===== src/rtl/tile_move_sequencer.sv =====
// Move-request FIFO feeding the sliding-tile puzzle core. It filters popped moves against a
// mirror of the blank position and the last issued direction, then issues legal moves registered.
module tile_move_sequencer #(
    parameter int DEPTH = 8,
    parameter int CNT_W = 8
) (
    input  logic                     clk,
    input  logic                     reset,
    input  logic                     in_valid,
    input  logic [1:0]               in_dir,
    output logic                     in_ready,
    input  logic                     hold,
    output logic                     out_valid,
    output logic [1:0]               out_dir,
    output logic                     reject_pulse,
    output logic [3:0]               space_loc,
    output logic [$clog2(DEPTH):0]   level,
    output logic [CNT_W-1:0]         issued_count,
    output logic [CNT_W-1:0]         rejected_count
);

    localparam int PTR_W = $clog2(DEPTH);
    localparam int LVL_W = PTR_W + 1;

    typedef enum logic [1:0] {
        DIR_LEFT  = 2'b00,
        DIR_RIGHT = 2'b01,
        DIR_UP    = 2'b10,
        DIR_DOWN  = 2'b11
    } dir_t;

    logic [1:0]       r_mem [DEPTH];
    logic [PTR_W-1:0] r_wrPtr;
    logic [PTR_W-1:0] r_rdPtr;
    logic [LVL_W-1:0] r_level;
    logic             r_outValid;
    logic [1:0]       r_outDir;
    logic             r_reject;
    logic [1:0]       r_row;
    logic [1:0]       r_col;
    logic [1:0]       r_lastDir;
    logic             r_lastVld;
    logic [CNT_W-1:0] r_issued;
    logic [CNT_W-1:0] r_rejected;

    logic       w_full;
    logic       w_empty;
    logic       w_push;
    logic       w_pop;
    logic [1:0] w_headDir;
    logic       w_inBounds;
    logic       w_reversal;
    logic       w_legal;
    logic [1:0] w_nextRow;
    logic [1:0] w_nextCol;

    assign w_full    = (r_level == LVL_W'(DEPTH));
    assign w_empty   = (r_level == '0);
    assign w_push    = in_valid && !w_full;
    assign w_pop     = !w_empty && !hold;
    assign w_headDir = r_mem[r_rdPtr];

    // Opposite directions differ only in the LSB (LEFT/RIGHT, UP/DOWN).
    assign w_reversal = r_lastVld && (w_headDir == {r_lastDir[1], ~r_lastDir[0]});
    assign w_legal    = w_inBounds && !w_reversal;

    always_comb begin
        w_inBounds = 1'b0;
        w_nextRow  = r_row;
        w_nextCol  = r_col;
        case (dir_t'(w_headDir))
            DIR_LEFT: begin
                w_inBounds = (r_col != 2'd0);
                w_nextCol  = r_col - 2'd1;
            end
            DIR_RIGHT: begin
                w_inBounds = (r_col < 2'd2);
                w_nextCol  = r_col + 2'd1;
            end
            DIR_UP: begin
                w_inBounds = (r_row != 2'd0);
                w_nextRow  = r_row - 2'd1;
            end
            DIR_DOWN: begin
                w_inBounds = (r_row < 2'd2);
                w_nextRow  = r_row + 2'd1;
            end
            default: w_inBounds = 1'b0;
        endcase
    end

    // Storage is not reset; validity is tracked entirely by the pointers and level.
    always_ff @(posedge clk) begin
        if (w_push) begin
            r_mem[r_wrPtr] <= in_dir;
        end
    end

    always_ff @(posedge clk or posedge reset) begin
        if (reset) begin
            r_wrPtr <= '0;
            r_rdPtr <= '0;
            r_level <= '0;
        end else begin
            if (w_push) begin
                r_wrPtr <= r_wrPtr + 1'b1;
            end
            if (w_pop) begin
                r_rdPtr <= r_rdPtr + 1'b1;
            end
            case ({w_push, w_pop})
                2'b10:   r_level <= r_level + 1'b1;
                2'b01:   r_level <= r_level - 1'b1;
                default: r_level <= r_level;
            endcase
        end
    end

    always_ff @(posedge clk or posedge reset) begin
        if (reset) begin
            r_outValid <= 1'b0;
            r_outDir   <= 2'b00;
            r_reject   <= 1'b0;
            r_row      <= 2'd2;
            r_col      <= 2'd2;
            r_lastDir  <= 2'b00;
            r_lastVld  <= 1'b0;
            r_issued   <= '0;
            r_rejected <= '0;
        end else begin
            r_outValid <= 1'b0;
            r_reject   <= 1'b0;
            if (w_pop) begin
                if (w_legal) begin
                    r_outValid <= 1'b1;
                    r_outDir   <= w_headDir;
                    r_row      <= w_nextRow;
                    r_col      <= w_nextCol;
                    r_lastDir  <= w_headDir;
                    r_lastVld  <= 1'b1;
                    if (r_issued != '1) begin
                        r_issued <= r_issued + 1'b1;
                    end
                end else begin
                    r_reject <= 1'b1;
                    if (r_rejected != '1) begin
                        r_rejected <= r_rejected + 1'b1;
                    end
                end
            end
        end
    end

    assign in_ready       = !w_full;
    assign out_valid      = r_outValid;
    assign out_dir        = r_outDir;
    assign reject_pulse   = r_reject;
    assign space_loc      = {r_row, r_col};
    assign level          = r_level;
    assign issued_count   = r_issued;
    assign rejected_count = r_rejected;

endmodule


===== config.mk =====
export PLATFORM = sky130hd
export DESIGN_NAME = tile_move_sequencer
export DESIGN_NICKNAME = d
export VERILOG_FILES = /design/src/rtl/tile_move_sequencer.sv
export SDC_FILE = /design/constraint.sdc
export NUM_CORES = 1
export LEC_CHECK = 0
export CAP_MARGIN = 20
export CORE_ASPECT_RATIO = 0.5
export CORE_MARGIN = 3
export CORE_UTILIZATION = 53
export CTS_CLUSTER_SIZE = 30
export DETAILED_ROUTE_END_ITERATION = 6
export PLACE_DENSITY_LB_ADDON = 0.12
export SKIP_LAST_GASP = 1
export SLEW_MARGIN = 20
export SYNTH_ARGS = -nofsm -noshare
export SYNTH_HDL_FRONTEND = slang
export SYNTH_SLANG_ARGS = --single-unit

===== constraint.sdc =====
create_clock -name clk -period 3.34 [get_ports clk]
set_input_delay 0.334 -clock clk [delete_from_list [all_inputs] [get_ports clk]]
set_output_delay 0.334 -clock clk [all_outputs]
set_load 0.1 [all_outputs]

# Yosys cells after proc, flatten, opt, wreduce, memory -nomap -nowiden
# Memory sizes are Yosys's and may differ from the RTL's.
# Index checks and enable logic that the tools add are counted.
[word_totals]
wordCells = 65
mem_count = 1
in_bits = 6
register_bits = 35
mem_bits_rw = 16
[mem_list]
columns = ["memory", "depth", "width", "rd", "rd_clocked_by_memory_dff", "write_ports", "line", "text"]
rows = [
  ["r_mem", 8, 2, 1, 0, 1, "32", "logic [1:0] r_mem [DEPTH];"],
]
[classes]
bitwise = 2
eq_ne = 9
reduce_logical = 20
n_mux = 10
add_sub_neg = 10
order_cmp = 2
[op_table]
columns = ["op", "count"]
rows = [
  ["adder 8 x 1 -> 8 bit (second input constant)", 2],
  ["!= test 8 bit (second input constant)", 2],
  ["AND reduction 3 bit", 4],
  ["nonzero test 2 bit", 5],
  ["one-hot mux 2 bit (2 select lines)", 2],
  ["one-hot mux 4 bit (2 select lines)", 1],
  ["adder 3 x 1 -> 3 bit (second input constant)", 2],
  ["equality test 2 bit (second input constant)", 3],
  ["two-way mux 1 bit", 6],
  ["adder 2 x 1 -> 2 bit (second input constant)", 2],
  ["adder 4 x 1 -> 4 bit (second input constant)", 1],
  ["equality test 2 x 1 -> 1 bit (second input constant)", 2],
  ["equality test 4 bit (second input constant)", 1],
  ["logical AND 1 bit", 4],
  ["logical NOT 1 bit", 4],
  ["logical NOT 4 bit", 1],
  ["less-than comparator 2 bit (second input constant)", 2],
  ["one-hot mux 1 bit (4 select lines)", 1],
  ["subtractor 2 x 1 -> 2 bit (second input constant)", 2],
  ["subtractor 4 x 1 -> 4 bit (second input constant)", 1],
  ["equality test 2 bit", 1],
  ["logical NOT 2 bit", 1],
  ["NOT 1 bit", 2],
  ["AND reduction 2 bit", 1],
]

# Longest topological paths before layout
# Gate-level depths: netlist of the first run.
[depth]
ltp_word = 7
depth_mapped = 13
ltp_nobuf = 11

# Least setup slack after synthesis of the first run
# OpenSTA, ideal clock, no wires.
[synth_path]
path_type = "register to register"
startpoint = "reg r_level[0] (netlist: level[0])"
endpoint = "reg r_level[3] (netlist: level[3])"
slack_ns = -0.191
period_less_slack_ns = 3.531
required_time_ns = 3.215
setup_ns = 0.125
n_path_buf = 0
path_stages_with_launch = 11
arrival_time_ns = 3.406
cell_sequence = "dfrtp_1 > nor3_1 > nand2_1 > nand2_1 > ha_1 > ha_1 > a21o_1 > a21oi_1 > xnor2_1 > nor2_1 > xnor2_1"
[synth_between]
elab_chain_cells = 5
elab_cells_between_ends = 12
classes_between = "2 x add/sub; 3 x eq/ne; 1 x mux; 6 x reduce/logical"
[synth_lines]
columns = ["element", "line", "text"]
rows = [
  ["from (decl)", "35", "logic [LVL_W-1:0] r_level;"],
  ["from (signal assigned)", "112", "2'b10: r_level <= r_level + 1'b1;"],
  ["from (signal assigned)", "113", "2'b01: r_level <= r_level - 1'b1;"],
  ["from (signal assigned)", "114", "default: r_level <= r_level;"],
  ["equality test 4 bit *", "57", "assign w_full = (r_level == LVL_W'(DEPTH));"],
  ["logical NOT 1 bit *", "--", ""],
  ["via in_ready", "11", "output logic in_ready,"],
  ["logical AND 1 bit *", "59", "assign w_push = in_valid && !w_full;"],
  ["equality test 2 x 1 -> 1 bit or equality test 2 bit (tied branches)", "111", "case ({w_push, w_pop})"],
  ["one-hot mux 4 bit (2 select lines) or nonzero test 2 bit (tied branches)", "--", ""],
]
# Mark *: on every way through the listed nets, which the timed path passes. The rest lies on a longest branch.
# A chain may end at the register's enable or synchronous reset.

# Worst setup path after layout of the first run
[layout_path]
startpoint = "reg r_rdPtr[0]"
endpoint = "reg r_rejected[1] (netlist: rejected_count[1])"
[layout_between]
elab_chain_cells = 7
elab_cells_between_ends = 12
classes_between = "4 x eq/ne; 1 x mux; 1 x bitwise; 5 x reduce/logical; 1 x memory"
[layout_lines]
columns = ["element", "line", "text"]
rows = [
  ["from (decl)", "34", "logic [PTR_W-1:0] r_rdPtr;"],
  ["from (signal assigned)", "109", "r_rdPtr <= r_rdPtr + 1'b1;"],
  ["memory (8 x 2 bit) *", "--", ""],
  ["branches (longest 3 deep; another with one-hot mux 1 bit (4 select lines))", "--", ""],
  ["logical AND 1 bit *", "65", "assign w_legal = w_inBounds && !w_reversal;"],
  ["NOT 1 bit (no source line) *", "--", ""],
  ["AND reduction 3 bit (no source line) *", "--", ""],
  ["to (signal assigned)", "147", "r_rejected <= r_rejected + 1'b1;"],
  ["to (decl)", "44", "logic [CNT_W-1:0] r_rejected;"],
]
# Mark *: on every way between the ends.

==> out/results.txt, run 1 <==
status: complete, no violations
# clock sinks: 51
DRT Pass-1 Iters: 4
CTS Root Cell: clkbuf_8
Worst path slowest cell: mux4_2
Core Box Area: 4490 sq um
postcts setup bufs: 0
slew margin rel.: 0.351
Setup violations, final: 0
setup clock skew after layout: 8.58 ps
fin util: 0.681
clock insertion delay at the later pin of the skew report: 300 ps
Nets: 264
largest net degree at the start of global routing: 36
antenna-violating nets left: 0
count of flip-flops with a built-in enable after synthesis: 16
worst stage delay on the critical path: 530 ps
GPL Wtd Cong: 0.798
Final min period: 3010 ps
Tcrit/Tclk final: 0.902
cell taking the most area after synthesis: dfrtp_1
worst-margin pin slew: 971 ps
synth unique cells: 44
mean area per synthesized cell: 12.2 sq um
register area share after synthesis: 0.538
number of global-route vias before repair: 1524
routed vias: 1639
worst-path cell chain: mux4_2 > mux2_4 > nor2b_1 > ha_1 > nor2_1 > and3_4 > a2111oi_4 > or2_1 > mux2_1
yosys warns: 0
HP Class: input pin to asynchronous set/reset pin
global route total overflow: 0
Main synth FF type: dfrtp_1
width of the die: 104 um
fin area: 3060 sq um
clk slew on worst S/H paths: 90 ps
syn nets: 223
setup_tns: 0 ps
FF+latch count, synth: 51
Max clock buf depth: 2
share of layout cells above drive strength 1: 0.100
number of I/O port buffers: 34
CTS H-tree lvls: 2
initial core utilization: 0.563
cts repair resizes: 0
Detailed Route Iter0 Violations: 69
Post-DP HPWL: 3.17 mm
WP data required: 3530 ps
Crit Path Category: register to register
# IOs: 35
area grow syn2layout: 21.0%
RSZ-0062 raised after global routing: no
routed len/inst: 14.0 um
WP buf/inv: 0
first-pass GRT wire length: 7.13 mm
max-cap violations: 0
Crit path max-delay family: multiplexers
final hold violation count: 0
Peak Freq: 332 MHz
crit-path max FO: 9
drt total wl: 4.40 mm
DR DRC count: 0
GRT Util Overall: 0.162
die area: 5680 sq um
# diodes: 0
die height: 54.8 um
total CTS buffers: 5
FFs w/ async S/R, synth: 0.686
Core Rows: 17
hold-fix buffers at CTS: 0
Worst EP arrival: 3200 ps
synth top area cells: dfrtp_1, edfxtp_1, xnor2_1
Max Slew Vio Count: 0
fill count: 331
via/cell ratio: 5.20
Mapped Cells: 207
Startpoint Class: register
share of the synthesized area in the top cell type: 0.327
CTS tree: built
CP Capture Type: register
placed instance area: 2950 sq um
area of the mapped netlist: 2520 sq um
initial antenna violation count: 0
==> state kept, by name (all words and copies together), names as in the netlist <==
name            count
issued_count        8
level               4
out_valid           1
r_col               2
r_lastDir           2
r_lastVld           1
r_mem              16
r_rdPtr             3
r_row               2
r_wrPtr             3
reject_pulse        1
rejected_count      8
==> cell usage in the layout (no fill, tap or decap), types with 2 or more instances in the layout <==
cell type	count
nor3b_1	2
ha_1	9
nor3_1	12
mux2_2	3
mux2_4	2
and3_1	2
edfxtp_1	16
clkdlybuf4s50_1	34
xor2_1	9
inv_1	9
nand4_1	3
nand2b_1	7
buf_4	4
nor2b_1	2
a21oi_1	2
mux4_2	2
a21o_1	3
xnor2_1	14
nand2_2	2
nor2_1	13
clkbuf_1	2
o21ai_0	2
nand3_1	8
clkbuf_8	5
mux2i_1	7
dfstp_2	2
dfrtp_1	33
and2_1	4
nand2_1	15
mux2_1	4
nand3b_1	2
==> metal layers <==
metal / GRT usage / part of all wire / up-vias
li1: - / - / 801
met2: 0.275 / 0.44 / 27
met3: 0.0436 / 0.042 / 2
met4: 0.0331 / 0.0027 / 0
met5: 0 / 0 / -
met1: 0.216 / 0.51 / 809
==> Yosys cell counts (all sizes together), types with 2 or more instances <==
master and count:
xor2 9, inv 9, nand3b 2, dfrtp 33
nand2 17, nor4 2, mux2i 7, nand4 3
nand2b 7, xnor2 14, nor3 12, mux4 2
dfstp 2, nand3 8, a21oi 2, and3 3
nor2 13, nor2b 2, o21ai 2, buf 3
nor3b 2, edfxtp 16, a21o 3, ha 9
and2 4, mux2 9
==> per-stage QoR <==
step                hold slack, ps  std cells  setup slack, ps
floorplan                      433        207              147
global placement               478        307              417
detailed placement             480        307              345
CTS                            448        315              328
global route                   498        315              148
finish                         434        315              327
==> tightest hold or removal path, stage by stage <==
cell	delay [ps]
clkdlybuf4s50_1	390
inv_1	50
buf_4	400
==> kinds of logic after synthesis <==
kind of cell | Yosys count | synth area share
and+or+nand+nor | 79 | 0.172
DFF | 51 | 0.538
xor gates and xnor gates | 23 | 0.0798
muxes | 18 | 0.0887
buffers and inverters | 14 | 0.0272
AOI/OAI and AO/OA | 12 | 0.0411
adders and majority gates | 10 | 0.0525
==> area by class of cell <==
class | instances | area, sq um | share of cell area
Timing Repair Buffer | 38 | 370 | 0.121
Sequential cell | 51 | 1360 | 0.445
Inverter | 10 | 37.5 | 0.0123
Clock buffer | 7 | 76.3 | 0.0250
Tap cell | 66 | 82.6 | 0.0270
Multi-Input combinational cell | 142 | 1100 | 0.360
Clock inverter | 1 | 30.0 | 0.00983
==> final timing paths <==
kind | from | endpoint | slack (ps) | depth (start not counted)
worst max-delay path | r_rdPtr[0] | rejected_count[1] | 330 | 9
worst min-delay path | reset | level[3] | 430 | 3
worst max register to register | r_rdPtr[0] | rejected_count[1] | 330 | 9
worst min register to register | issued_count[4] | issued_count[4] | 500 | 1
max in group asynchronous | reset | r_col[1] | 2540 | 3
min in group clk | issued_count[4] | issued_count[4] | 500 | 1
Power of run 1 is not shown: default switching activity piles up to over one toggle a cycle in this logic, so the estimate is an artifact.
==> inputs of run 2 (changes only) <==
- MAX_ROUTING_LAYER: default -> met4
==> out/results.txt, run 2 (synthesis results as in run 1) <==
Largest Register: r_mem
# diodes: 0
DP Cell Count: 307
number of I/O port buffers: 34
width of the die: 104 um
final hold slack: 433 ps
routed vias: 1645
RSZ-0062 raised after global routing: no
pre-CTS setup slack: 345 ps
total CTS buffers: 5
largest net degree at the start of global routing: 36
setup clock skew after layout: 7.74 ps
initial antenna violation count: 0
GR Util met3: 0.0436
Max Slew Vio Count: 0
clk slew on worst S/H paths: 90 ps
most common cell after layout, fill and taps aside: clkdlybuf4s50_1
Tcrit/Tclk final: 0.902
clock insertion delay at the later pin of the skew report: 300 ps
most frequent cells in the layout: clkdlybuf4s50_1, dfrtp_1, edfxtp_1
share of layout cells above drive strength 1: 0.100
via/cell ratio: 5.22
CTS H-tree lvls: 2
Post-DP HPWL: 3.17 mm
DR DRC count: 0
Crit Path Category: register to register
postcts setup bufs: 0
initial core utilization: 0.563
WP data required: 3530 ps
die height: 54.8 um
max reg flops: 16
Max clock buf depth: 2
fill count: 331
CTS tree: built
global route total overflow: 0
# IOs: 35
met2 Use GR: 0.275
max-cap violations: 0
Detailed Route Iter0 Violations: 54
setup_tns: 0 ps
number of global-route vias before repair: 1522
Core Box Area: 4490 sq um
area grow syn2layout: 21.0%
GPL Wtd Cong: 0.810
antenna-violating nets left: 0
Finished Layout Cells: 315
slew margin rel.: 0.351
slack of the critical path: 328 ps
cts repair resizes: 0
GRT Util Overall: 0.167
final hold violation count: 0
DRT Pass-1 Iters: 4
routed len/inst: 13.9 um
grt met1 use: 0.217
Startpoint Class: register
first-pass GRT wire length: 7.14 mm
global-route layer with the greatest usage: met2
Core Rows: 17
Nets: 264
HP Class: input pin to asynchronous set/reset pin
CP Capture Type: register
worst-margin pin slew: 971 ps
# clock sinks: 51
Final min period: 3010 ps
status: complete, no violations
die area: 5680 sq um
hold-fix buffers at CTS: 0
CTS Root Cell: clkbuf_8
Setup violations, final: 0
crit-path max FO: 9
Worst EP arrival: 3200 ps
Peak Freq: 332 MHz
drt total wl: 4.38 mm
run 2: cell counts in the layout (fill, tap and decap cells not counted):
Identical to the previous run, type by type.
run 2: per-layer routing:
metal	wire, um	vias up	share of wire
met5	0	-	0
li1	-	802	-
met2	1970	37	0.45
met1	2190	804	0.50
met4	12	0	0.0027
met3	209	2	0.048
run 2: layout make-up:
cell class / count / area, sq um / share of cell area
Tap cell: 66 / 82.6 / 0.0270
Clock buffer: 7 / 76.3 / 0.0250
Inverter: 10 / 37.5 / 0.0123
Multi-Input combinational cell: 142 / 1100 / 0.360
Timing Repair Buffer: 38 / 370 / 0.121
Sequential cell: 51 / 1360 / 0.445
Clock inverter: 1 / 30.0 / 0.00983
run 2: worst max-delay path, cell delays in order (launching register included):
cell and delay (ps):
dfrtp_1 480, mux4_2 520, mux2_4 340, nor2b_1 130, ha_1 150, nor2_1 50, and3_4 190, a2111oi_4 500
or2_1 220, mux2_1 320
run 2: final timing paths:
check	startpoint	end	slack [ps]	depth (start not counted)
max in group asynchronous	reset	r_col[1]	2550	3
hold reg to reg	issued_count[4]	issued_count[4]	500	1
setup / recovery	r_rdPtr[0]	rejected_count[1]	330	9
hold / removal	reset	level[0]	430	3
setup reg to reg	r_rdPtr[0]	rejected_count[1]	330	9
min in group clk	issued_count[4]	issued_count[4]	500	1
run 2: through the flow:
step,utilization,instance area [sq um]
3_3_place_gp,0.657,2950
5_1_grt,0.681,3060
2_1_floorplan,-,2530
6_report,0.681,3060
4_1_cts,0.681,3060
3_5_place_dp,0.657,2950
Power of run 2 is left out for the same reason.
